[src/rtl/song_reader_if.sv]
// Song reader bus: ROM read port plus the note-player load/done handshake.
// The sequencer drives the master side; ROM and player sit on the slave side.
interface song_reader_if #(
    parameter int SONG_W = 2,
    parameter int IDX_W  = 5
);
    logic [SONG_W+IDX_W-1:0] rom_addr;
    logic [11:0]             rom_data;
    logic [5:0]              note;
    logic [5:0]              duration;
    logic                    new_note;
    logic                    song_done;
    logic                    note_done;

    modport master (
        output rom_addr, note, duration, new_note, song_done,
        input  rom_data, note_done
    );

    modport slave (
        input  rom_addr, note, duration, new_note, song_done,
        output rom_data, note_done
    );
endinterface

[src/rtl/song_reader.sv]
// Song reader: walks the selected song's note list in an external ROM and
// hands each note/duration to the note player with a one-cycle load strobe.
// A zero duration terminates a song; a full song of 2**IDX_W entries also ends.
module song_reader #(
    parameter int SONG_W  = 2,
    parameter int IDX_W   = 5,
    parameter int ROM_LAT = 1
) (
    input  logic              clk,
    input  logic              reset,
    input  logic              play,
    input  logic [SONG_W-1:0] song,
    song_reader_if.master     bus
);

    typedef enum logic [2:0] {
        IDLE,
        FETCH,
        ISSUE,
        WAIT_DONE,
        SONG_END
    } state_t;

    localparam logic [IDX_W-1:0] IDX_LAST = '1;
    localparam logic [1:0]       LAT_TGT  = 2'(ROM_LAT);

    state_t                  state;
    logic [IDX_W-1:0]        idx;
    logic [IDX_W-1:0]        idx_nxt;
    logic [SONG_W-1:0]       song_q;
    logic                    armed;
    logic                    note_done_d;
    logic [1:0]              lat_cnt;
    logic [5:0]              note_q;
    logic [5:0]              duration_q;
    logic                    new_note_q;
    logic                    song_done_q;
    logic [SONG_W+IDX_W-1:0] rom_addr_q;
    logic                    done_rise;

    // Only a rising edge of note_done advances, so a held level is harmless.
    assign done_rise = bus.note_done & ~note_done_d;
    assign idx_nxt   = idx + 1'b1;

    // Outputs are all registered.
    assign bus.rom_addr  = rom_addr_q;
    assign bus.note      = note_q;
    assign bus.duration  = duration_q;
    assign bus.new_note  = new_note_q;
    assign bus.song_done = song_done_q;

    // Sequencer FSM; priority is reset > pause > song change > done_rise.
    always_ff @(posedge clk) begin
        if (reset) begin
            state       <= IDLE;
            idx         <= '0;
            song_q      <= '0;
            armed       <= 1'b1;
            note_done_d <= 1'b0;
            lat_cnt     <= '0;
            note_q      <= '0;
            duration_q  <= '0;
            new_note_q  <= 1'b0;
            song_done_q <= 1'b0;
            rom_addr_q  <= '0;
        end else begin
            note_done_d <= bus.note_done;
            new_note_q  <= 1'b0;
            song_done_q <= 1'b0;
            // A low play re-arms; a finished song needs play low then high.
            if (!play)
                armed <= 1'b1;

            case (state)
                IDLE: begin
                    // idx is kept so a resumed song re-fetches the paused note
                    if (play && armed) begin
                        state      <= FETCH;
                        song_q     <= song;
                        rom_addr_q <= {song, idx};
                        lat_cnt    <= '0;
                    end
                end

                SONG_END: begin
                    idx   <= '0;
                    state <= IDLE;
                    if (play)
                        armed <= 1'b0;
                end

                default: begin
                    if (!play) begin
                        // Pause: the player drops its note, so it replays later.
                        state   <= IDLE;
                        lat_cnt <= '0;
                    end else if (song != song_q) begin
                        // New song restarts at its first entry; pending read is dropped.
                        idx        <= '0;
                        song_q     <= song;
                        rom_addr_q <= {song, {IDX_W{1'b0}}};
                        lat_cnt    <= '0;
                        state      <= FETCH;
                    end else begin
                        case (state)
                            FETCH: begin
                                if (lat_cnt == LAT_TGT) begin
                                    lat_cnt <= '0;
                                    if (bus.rom_data[5:0] == 6'd0) begin
                                        state       <= SONG_END;
                                        song_done_q <= 1'b1;
                                    end else begin
                                        note_q     <= bus.rom_data[11:6];
                                        duration_q <= bus.rom_data[5:0];
                                        new_note_q <= 1'b1;
                                        state      <= ISSUE;
                                    end
                                end else begin
                                    lat_cnt <= lat_cnt + 2'd1;
                                end
                            end

                            ISSUE: state <= WAIT_DONE;

                            WAIT_DONE: begin
                                if (done_rise) begin
                                    if (idx == IDX_LAST) begin
                                        idx         <= '0;
                                        state       <= SONG_END;
                                        song_done_q <= 1'b1;
                                    end else begin
                                        idx        <= idx_nxt;
                                        rom_addr_q <= {song_q, idx_nxt};
                                        lat_cnt    <= '0;
                                        state      <= FETCH;
                                    end
                                end
                            end

                            default: state <= IDLE;
                        endcase
                    end
                end
            endcase
        end
    end

endmodule

[src/flat_wrapper.sv]
// flat-port wrapper written by rule: the top's interface ports become plain ports
module song_reader_flat 
#(
    parameter int SONG_W  = 2,
    parameter int IDX_W   = 5,
    parameter int ROM_LAT = 1
)
  (clk, reset, play, song, bus_rom_addr, bus_note, bus_duration, bus_new_note, bus_song_done, bus_rom_data, bus_note_done);
  song_reader_if #(.SONG_W(SONG_W), .IDX_W(IDX_W)) bus_i ();
  input  logic clk;
  input  logic reset;
  input  logic play;
  input  logic [SONG_W-1:0] song;
  output wire logic [$bits(bus_i.rom_addr)-1:0] bus_rom_addr;
  output wire logic [$bits(bus_i.note)-1:0] bus_note;
  output wire logic [$bits(bus_i.duration)-1:0] bus_duration;
  output wire logic [$bits(bus_i.new_note)-1:0] bus_new_note;
  output wire logic [$bits(bus_i.song_done)-1:0] bus_song_done;
  input wire logic [$bits(bus_i.rom_data)-1:0] bus_rom_data;
  input wire logic [$bits(bus_i.note_done)-1:0] bus_note_done;
  assign bus_rom_addr = bus_i.rom_addr;
  assign bus_note = bus_i.note;
  assign bus_duration = bus_i.duration;
  assign bus_new_note = bus_i.new_note;
  assign bus_song_done = bus_i.song_done;
  assign bus_i.rom_data = bus_rom_data;
  assign bus_i.note_done = bus_note_done;
  song_reader #(.SONG_W(SONG_W), .IDX_W(IDX_W), .ROM_LAT(ROM_LAT)) u_core (.clk(clk), .reset(reset), .play(play), .song(song), .bus(bus_i));
endmodule
[config.mk]
export PLATFORM = sky130hd
export DESIGN_NAME = song_reader_flat
export DESIGN_NICKNAME = d
export VERILOG_FILES = /design/src/rtl/song_reader_if.sv /design/src/rtl/song_reader.sv /design/src/flat_wrapper.sv
export SDC_FILE = /design/constraint.sdc
export NUM_CORES = 1
export LEC_CHECK = 0
export ABC_CLOCK_PERIOD_IN_PS = 6300
export CAP_MARGIN = 20
export CORE_MARGIN = 2
export CORE_UTILIZATION = 57
export CTS_BUF_LIST = sky130_fd_sc_hd__clkbuf_8
export DETAILED_ROUTE_END_ITERATION = 6
export GPL_TIMING_DRIVEN = 0
export HOLD_SLACK_MARGIN = 0.08
export PLACE_DENSITY = 0.88
export SETUP_SLACK_MARGIN = 0.1
export SLEW_MARGIN = 0
export SYNTH_ARGS = -nofsm -noshare
export SYNTH_HDL_FRONTEND = slang
export SYNTH_SLANG_ARGS = --single-unit
[constraint.sdc]
create_clock -name clk -period 6.3 [get_ports clk]
set_clock_uncertainty 0.05 [all_clocks]
set_input_delay 1.26 -clock clk [delete_from_list [all_inputs] [get_ports clk]]
set_output_delay 1.26 -clock clk [all_outputs]
set_load 0.02 [all_outputs]
-- Word level (Yosys, flattened, before mapping)
Index checks and enable logic that the tools add are counted.
- register bits: 35
- logic and storage cells: 99
- bitwise gates (word level): 10
- $add $sub $neg: 2
- muxes and demuxes: 43
- eq/ne operators: 14
- reduce and logical (&&, ||, !) cells: 19
- operator list (kind ; number):
    two-way mux 7 bit ; 6
    two-way mux 5 bit ; 5
    two-way mux 3 bit ; 7
    two-way mux 2 bit ; 9
    one-hot mux 7 bit (2 select lines) ; 1
    one-hot mux 2 bit (2 select lines) ; 3
    AND reduction 6 bit ; 2
    nonzero test 3 bit ; 4
    one-hot mux 5 bit (2 select lines) ; 1
    inverter 1 bit ; 9
    one-hot mux 3 bit (3 select lines) ; 1
    two-way mux 1 bit ; 8
    AND reduction 4 bit ; 2
    OR reduction 7 bit ; 1
    == test 3 x 2 -> 1 bit, second input constant ; 2
    logical NOT 6 bit ; 1
    != test 6 x 2 -> 1 bit, second input constant ; 1
    != test 6 x 4 -> 1 bit, second input constant ; 1
    one-hot mux 3 bit (2 select lines) ; 1
    nonzero test 2 bit ; 3
    adder 5 x 1 -> 5 bit, second input constant ; 1
    == test 5 bit, second input constant ; 1
    != test 5 x 1 -> 1 bit, second input constant ; 1
    != test 5 x 3 -> 1 bit, second input constant ; 1
    other kinds (16) ; 16

-- Logic depth before layout (Yosys ltp)
Gate-level depths: netlist of run 1.
- word-level depth: 7
- depth in mapped cells: 7
- gate-level depth less buffers: 7

-- Worst setup path after synthesis of run 1
Ideal clock, no wire load.
- path kind: input-to-reg
- from: in play
- to: reg u_core.rom_addr_q[1], in the netlist u_core.bus.rom_addr[1]
- data required time: 6.127 ns
- data arrival time: 2.216 ns
- setup slack: 3.911 ns
- setup time: 0.123 ns
- cell stages on the path: 4
- cells stage by stage: clkbuf_1 o21a_1 o21ai_1 mux2_1
- word-level cells in the longest chain between the ends: 3
- RTL lines (element ; line ; source):
    start, declared ; flat_wrapper.sv:12 ; input logic play;
    logical AND 1 bit ; song_reader.sv:77 ; if (play && armed) begin
    != test 2 x 1 -> 1 bit (no line) ; n/a ;
    AND reduction 6 bit (no line) * ; n/a ;
    end signal, assigned ; song_reader.sv:80 ; rom_addr_q <= {song, idx};
    end signal, assigned ; song_reader.sv:101 ; rom_addr_q <= {song, {IDX_W{1'b0}}};
    end signal, assigned ; song_reader.sv:133 ; rom_addr_q <= {song_q, idx_nxt};
    end, declared ; song_reader.sv:38 ; logic [SONG_W+IDX_W-1:0] rom_addr_q;
Every way passes the cells marked *; elsewhere a longest branch is shown, timed or not.
A chain may end at the register's enable or synchronous reset.

-- Worst setup path after layout of run 1
- from: in song[1]
- to: reg u_core.note_q[2], in the netlist u_core.bus.note[2]
- word-level cells in the longest chain between the ends: 3
- RTL lines (element ; line ; source):
    start, declared ; flat_wrapper.sv:13 ; input logic [SONG_W-1:0] song;
    != test 2 bit ; song_reader.sv:97 ; end else if (song != song_q) begin
    inverter 1 bit (no line) ; n/a ;
    AND reduction 6 bit (no line) ; n/a ;
    end signal, assigned ; song_reader.sv:113 ; note_q <= bus.rom_data[11:6];
    end, declared ; song_reader.sv:34 ; logic [5:0] note_q;
No other way between the ends.

==> impl_summary.log, run 1 <==
[metrics] number of synthesis warnings: 0
[metrics] Seq/Total Area, Yosys: 37.2%
[metrics] Setup TNS Final: 0 ns
[metrics] clock-pin slew on the worst setup and hold paths: 0.07 ns
[metrics] fraction of layout instances using a drive strength above 1: 9.67%
[metrics] kind of path behind the tightest hold check: reg2reg
[metrics] final period utilization: 46.9%
[metrics] core utilization of the finished layout: 77.5%
[metrics] Max VDD drop: 174 uV
[metrics] static leakage: 0.859 nW
[metrics] share of flip-flops with an asynchronous set or reset after synthesis: 0%
[metrics] run status: finished, final reports clean
[metrics] Std-Cell Core Area: 3100 um2
[metrics] global placer's final weighted congestion: 0.930
[metrics] summed area of non-filler cells in the final layout: 2400 um2
[metrics] max-cap check violation count: 0
[metrics] final max-slew violation count: 0
[metrics] Fill cells: 243
[metrics] Slew @ Worst Pin: 0.603 ns
[metrics] met2 Track Usage GR: 46.5%
[metrics] gate count of the mapped netlist: 223
[metrics] Final setup viols: 0
[metrics] hold_buf cts: 0
[metrics] Max Freq: 0.338 GHz
[metrics] cell depth of the worst flop-to-flop path: 7
[metrics] overall track demand over capacity in global routing: 30.0%
[metrics] per-cell routed wire length: 16.7 um
[metrics] clock sinks: 35
[metrics] Die Span X: 61.5 um
[metrics] total wirelength of the detailed-routed design: 5.22 mm
[metrics] router iterations before antenna repair: 4
[metrics] routed via count divided by cell count: 6.23
[metrics] Skew-Pair Late Insertion Delay: 0.30 ns
[metrics] dominant register cell in the synthesized netlist: dfxtp_1
[metrics] Remaining Overflow, GRT: 0
[metrics] launching element type of the critical path: input port
[metrics] Multi-input gate area: 1110 um2
[metrics] row count: 20
[metrics] number of buffers inserted during clock tree synthesis: 5
[metrics] via count: 1949
[metrics] sum of net half-perimeters after detailed placement: 3.77 mm
[metrics] leading area contributor after synthesis: dfxtp_1
[metrics] largest buffer count on any clock path: 2
[metrics] initial antenna violation count: 0
[metrics] Seq cells post-synth: 35
[metrics] master cell of the clock root buffer: clkbuf_8
[metrics] Min Clock Period, post-route: 2.96 ns
[metrics] DRC violations left: 0
[metrics] global routing met1 resource utilization: 39.0%
[metrics] met3 Usage GRT: 6.93%
[metrics] kind of end point of the critical path: flop
[metrics] wire length of the first global-routing pass: 8.19 mm
[metrics] worst-path maximum fanout: 10
[metrics] count of flip-flops with a built-in enable after synthesis: 0
[metrics] area enclosed by the die boundary: 3780 um2
[metrics] TritonCTS clock tree: yes
[metrics] flip-flop and latch area: 701 um2
[metrics] setup repair after global routing missed its margin: no
[metrics] Total Power: 0.000463 W
[metrics] layer with the highest usage: met2
[metrics] data required time at the worst endpoint: 6.41 ns
[metrics] post-cts gate resize count: 0
[metrics] Yosys cell types: 56
[metrics] Placed Instance Area: 2320 um2
[metrics] most common library cells after synthesis: dfxtp_1 (35), a21oi_1 (22), nand2_1 (21), nand3_1 (21), o21ai_1 (12)
[metrics] average cell area after synthesis: 8.44 um2
[metrics] die height: 61.5 um
[metrics] hold-critical path depth: 2
[metrics] Initial Util: 60.7%
[metrics] initial DRC count: 168
[metrics] post-synthesis cell area: 1880 um2
[metrics] critical path class: in2reg
[metrics] proportion of netlist area held by the largest area contributor: 37.2%
[metrics] via count of the first global-routing pass: 1747
[metrics] number of antenna diodes: 0
[metrics] number of ports placed on the die boundary: 39
[metrics] data arrival at the endpoint of the critical path: 3.07 ns
[metrics] maximum number of pins on one net before global-route repair: 12
[metrics] worst slew margin relative to its limit: 59.3%
[metrics] post-synthesis net count: 243
[metrics] largest cells by area after synthesis: dfxtp_1 (37%), a21oi_1 (5.8%), nand3_1 (5.6%)
[metrics] dominant cell by count in the synthesized netlist: dfxtp_1
[metrics] pwr dens: 193 nW/um2
[metrics] Syn-to-layout area delta: 27.6%
[metrics] Post-CTS Setup Inserts: 0
[metrics] number of levels in the clock H-tree: 2
[metrics] Port-buffer cells: 38
[metrics] DRT antenna net count: 0
[metrics] Final Hold Violating Endpoints: 0
[metrics] final net count: 288
## final timing paths
path	start	end	slack, ns
setup / recovery	song[1]	u_core.bus.note[2]	3.34
hold / removal	u_core.bus.rom_addr[5]	u_core.bus.rom_addr[5]	0.42
setup reg to reg	u_core.idx[0]	u_core.bus.rom_addr[0]	3.71
hold reg to reg	u_core.bus.rom_addr[5]	u_core.bus.rom_addr[5]	0.42
## routing by layer
layer,vias to the layer above,wire (um)
met5,-,0
met2,76,2540
met1,936,2220
met4,0,102
li1,925,-
met3,12,356
## layout by cell type (no fill, tap or decap), drive strengths merged, types with 4 or more instances in the layout
cell type / count
nor2: 9
a211oi: 4
mux2i: 4
nor3: 5
nand2: 21
nand3: 21
inv: 4
clkbuf: 11
a21oi: 23
buf: 6
o21ai: 20
or3: 4
nor2b: 4
clkdlybuf4s50: 38
dfxtp: 35
## sequential cells by signal (all words and copies together), names as in the netlist
| name | count |
|---|---|
| u_core.idx | 5 |
| u_core.bus.note | 6 |
| u_core.lat_cnt | 2 |
| u_core.bus.duration | 6 |
| u_core.bus.song_done | 1 |
| u_core.song_q | 2 |
| u_core.state | 3 |
| u_core.armed | 1 |
| u_core.note_done_d | 1 |
| u_core.bus.new_note | 1 |
| u_core.bus.rom_addr | 7 |
## stage by stage
stage | hold WS, ns | std cells | setup slack, ns
after global placement | 0.396 | 305 | 3.11
after detailed placement | 0.405 | 305 | 3.07
after floorplan | 0.399 | 223 | 3.91
after CTS | 0.422 | 313 | 3.38
after global routing | 0.437 | 313 | 3.19
final | 0.419 | 313 | 3.34
## cell families after synthesis
| kind of cell | after synthesis | synth area share [%] |
|---|---|---|
| muxes | 6 | 3.32 |
| and+or+nand+nor | 87 | 25.8 |
| AOI/OAI and AO/OA | 73 | 25.3 |
| DFF | 35 | 37.2 |
| xor gates and xnor gates | 4 | 3.46 |
| adders and majority gates | 2 | 1.33 |
| buffers and inverters | 16 | 3.59 |
## power breakdown
part	switching, W	internal (W)	leakage [nW]
registers	0.00000405	0.000225	0.284
clock network	0.0000876	0.0000756	0.0453
logic	0.0000407	0.0000302	0.529
total	0.000132	0.000331	0.859
## area by class of cell
| type | instances | share of cell area (%) |
|---|---|---|
| timing repair buffer | 38 | 15.8 |
| multi-input combinational | 172 | 46.4 |
| inverter | 4 | 0.625 |
| buffer | 12 | 2.19 |
| tap | 44 | 2.29 |
| sequential | 35 | 29.2 |
| clock buffer | 5 | 2.86 |
| clock inverter | 3 | 0.677 |
## critical path, cell delays in order
cell and delay, ns:
clkdlybuf4s50_1 0.52, xnor2_2 0.37, nand3_1 0.26, clkbuf_1 0.30, o21ai_0 0.26, a21oi_1 0.09
Power figures use the tool's default switching activity.
==> run 2, diff against run 1 <==
--- a/config.mk
+++ b/config.mk
@@ -5,15 +5,15 @@
 export SDC_FILE = /design/constraint.sdc
 export NUM_CORES = 1
 export LEC_CHECK = 0
-export ABC_CLOCK_PERIOD_IN_PS = 6300
+export ABC_CLOCK_PERIOD_IN_PS = 2960
 export CAP_MARGIN = 20
 export CORE_MARGIN = 2
-export CORE_UTILIZATION = 57
+export CORE_UTILIZATION = 53
 export CTS_BUF_LIST = sky130_fd_sc_hd__clkbuf_8
 export DETAILED_ROUTE_END_ITERATION = 6
 export GPL_TIMING_DRIVEN = 0
 export HOLD_SLACK_MARGIN = 0.08
-export PLACE_DENSITY = 0.88
+export PLACE_DENSITY = 0.82
 export SETUP_SLACK_MARGIN = 0.1
 export SLEW_MARGIN = 0
 export SYNTH_ARGS = -nofsm -noshare
==> constraint.sdc (replaced) <==
create_clock -name clk -period 2.96 [get_ports clk]
set_clock_uncertainty 0.05 [all_clocks]
set_input_delay 0.592 -clock clk [delete_from_list [all_inputs] [get_ports clk]]
set_output_delay 0.592 -clock clk [all_outputs]
set_load 0.02 [all_outputs]
==> run 2 against run 1 <==
Register-to-register slack lost 3.3 ns. Sequential power rose by 110%. Worst setup slack got worse by 3.0 ns. Die area grew 7.0%. Global-route usage decreased by 2.5 points. Flip-flop and latch count did not move. Cell count grew 0.64%. Worst hold slack worse by 0.0060 ns. Non-clock buffer count is the same. Largest cell class unchanged. Highest routed layer unchanged.
==> impl_summary.log, run 2 (same netlist as run 1, synthesis figures left out) <==
[metrics] launching element type of the critical path: flop
[metrics] maximum number of pins on one net before global-route repair: 13
[metrics] via count of the first global-routing pass: 1844
[metrics] flip-flop and latch area: 701 um2
[metrics] router iterations before antenna repair: 4
[metrics] crit-path max cell delay: 0.56 ns
[metrics] run status: finished, final reports clean
[metrics] die height: 63.6 um
[metrics] hold_buf cts: 0
[metrics] overall track demand over capacity in global routing: 27.5%
[metrics] total wirelength of the detailed-routed design: 5.25 mm
[metrics] max-cap check violation count: 0
[metrics] TritonCTS clock tree: yes
[metrics] worst-path cell with the longest stage delay: or4b_4
[metrics] number of ports placed on the die boundary: 39
[metrics] Die Span X: 63.6 um
[metrics] kind of path behind the tightest hold check: reg2reg
[metrics] hold-critical path depth: 2
[metrics] Initial Util: 56.0%
[metrics] worst slew margin relative to its limit: 56.1%
[metrics] global placer's final weighted congestion: 0.927
[metrics] number of antenna diodes: 0
[metrics] number of levels in the clock H-tree: 2
[metrics] cell depth of the worst flop-to-flop path: 7
[metrics] initial antenna violation count: 0
[metrics] DRT antenna net count: 0
[metrics] final max-slew violation count: 0
[metrics] routed via count divided by cell count: 6.13
[metrics] sum of net half-perimeters after detailed placement: 3.65 mm
[metrics] most common library cell in the layout ignoring fill and taps: clkdlybuf4s50_1
[metrics] row count: 21
[metrics] number of buffers inserted during clock tree synthesis: 5
[metrics] hold wc startpoint: u_core.bus.rom_addr[5]
[metrics] initial DRC count: 123
[metrics] static leakage: 0.871 nW
[metrics] kind of end point of the critical path: flop
[metrics] Post-CTS Setup Inserts: 0
[metrics] Port-buffer cells: 38
[metrics] worst r2r dst: u_core.bus.rom_addr[0]
[metrics] Skew-Pair Late Insertion Delay: 0.30 ns
[metrics] Setup TNS Final: 0 ns
[metrics] buffer and inverter count on the worst path: 0
[metrics] beginning of the worst register-to-register path: u_core.idx[0]
[metrics] worst-path maximum fanout: 7
[metrics] Max VDD drop: 453 uV
[metrics] largest buffer count on any clock path: 2
[metrics] register-to-register setup slack: 0.36 ns
[metrics] DRC violations left: 0
[metrics] Slew @ Worst Pin: 0.650 ns
[metrics] final period utilization: 87.8%
[metrics] fraction of layout instances using a drive strength above 1: 10.0%
[metrics] Min Clock Period, post-route: 2.60 ns
[metrics] cell type group with the largest total delay on the critical path: simple AND/OR/NAND/NOR gates
[metrics] Fill cells: 287
[metrics] Syn-to-layout area delta: 29.2%
[metrics] via count: 1932
[metrics] area enclosed by the die boundary: 4050 um2
[metrics] Max Freq: 0.385 GHz
[metrics] clock sinks: 35
[metrics] clock-pin slew on the worst setup and hold paths: 0.08 ns
[metrics] CP most frequent cell: ha_1
[metrics] wire length of the first global-routing pass: 8.67 mm
[metrics] pwr dens: 447 nW/um2
[metrics] commonest non-fill, non-tap cells in the layout: clkdlybuf4s50_1 (38), dfxtp_1 (35), a21oi_1 (22)
[metrics] Multi-input gate area: 1110 um2
[metrics] critical path class: reg2reg
[metrics] data required time at the worst endpoint: 3.08 ns
[metrics] Std-Cell Core Area: 3360 um2
[metrics] per-cell routed wire length: 16.7 um
[metrics] post-cts gate resize count: 0
[metrics] setup repair after global routing missed its margin: no
[metrics] Final setup viols: 0
[metrics] data arrival at the endpoint of the critical path: 2.72 ns
[metrics] crit-path cells: ha_1, and3_1, ha_1, or4b_4, or2_1, a2111oi_2, a211oi_1
[metrics] Total Power: 0.00109 W
[metrics] Final Hold Violating Endpoints: 0
[metrics] Remaining Overflow, GRT: 0
[metrics] worst min-delay path endpoint: u_core.bus.rom_addr[5]
[metrics] final net count: 288
[metrics] number of flip-flops under the largest register name: 7
[metrics] master cell of the clock root buffer: clkbuf_8
[run 2: cell count changes in the layout (fill, tap and decap cells not counted)]
cell,previous run,this run
clkinvlp_4,1,0
clkinv_4,0,1
inv_1,4,3
bufinv_16,0,1
[run 2: area by class of cell]
class | count | share of cell area [%]
clock inverter | 3 | 1.80
clock buffer | 5 | 2.83
sequential | 35 | 28.8
buffer | 12 | 2.16
timing repair buffer | 38 | 15.6
multi-input combinational | 172 | 45.8
tap | 46 | 2.37
inverter | 4 | 0.617
[run 2: how the worst max path moves through the flow]
stage,start,to,slack [ns],cells after the start
after global placement,u_core.idx[0],u_core.bus.rom_addr[0],0.41,7
after floorplan,u_core.idx[0],u_core.bus.rom_addr[0],0.68,7
after global routing,u_core.idx[0],u_core.bus.rom_addr[1],0.31,7
final,u_core.idx[0],u_core.bus.rom_addr[0],0.36,7
after detailed placement,song[0],u_core.bus.rom_addr[0],0.40,5
after CTS,u_core.idx[0],u_core.bus.rom_addr[0],0.38,7
[run 2: tightest hold or removal path: stages, from the launching register on]
cell	delay (ns)
dfxtp_1	0.32
nand2_1	0.05
mux2i_1	0.05
[run 2: through the flow]
stage | util (%) | hold slack, ns | setup WS, ns | area (um2) | instances
after CTS | 72.4 | 0.418 | 0.375 | 2430 | 315
after global routing | 72.4 | 0.443 | 0.314 | 2430 | 315
after global placement | 69.0 | 0.397 | 0.414 | 2320 | 307
after detailed placement | 69.0 | 0.399 | 0.404 | 2320 | 307
final | 72.4 | 0.413 | 0.362 | 2430 | 315
after floorplan | - | 0.399 | 0.681 | 1880 | 223
[run 2: routing by layer]
metal	part of all wire (%)	wire length [um]	vias to the layer above	global-route usage, %
met5	0	0	-	0
met4	2.6	134	0	14.1
met3	6.3	332	17	4.82
met2	48	2540	77	45.4
met1	43	2250	908	34.1
li1	-	-	930	-
[run 2: power breakdown]
| part | leakage, nW | switching [W] | total (W) | internal, W |
|---|---|---|---|---|
| Combinational | 0.529 | 0.0000863 | 0.000151 | 0.0000643 |
| Clock | 0.0581 | 0.000198 | 0.000449 | 0.000251 |
| Sequential | 0.284 | 0.00000831 | 0.000487 | 0.000479 |
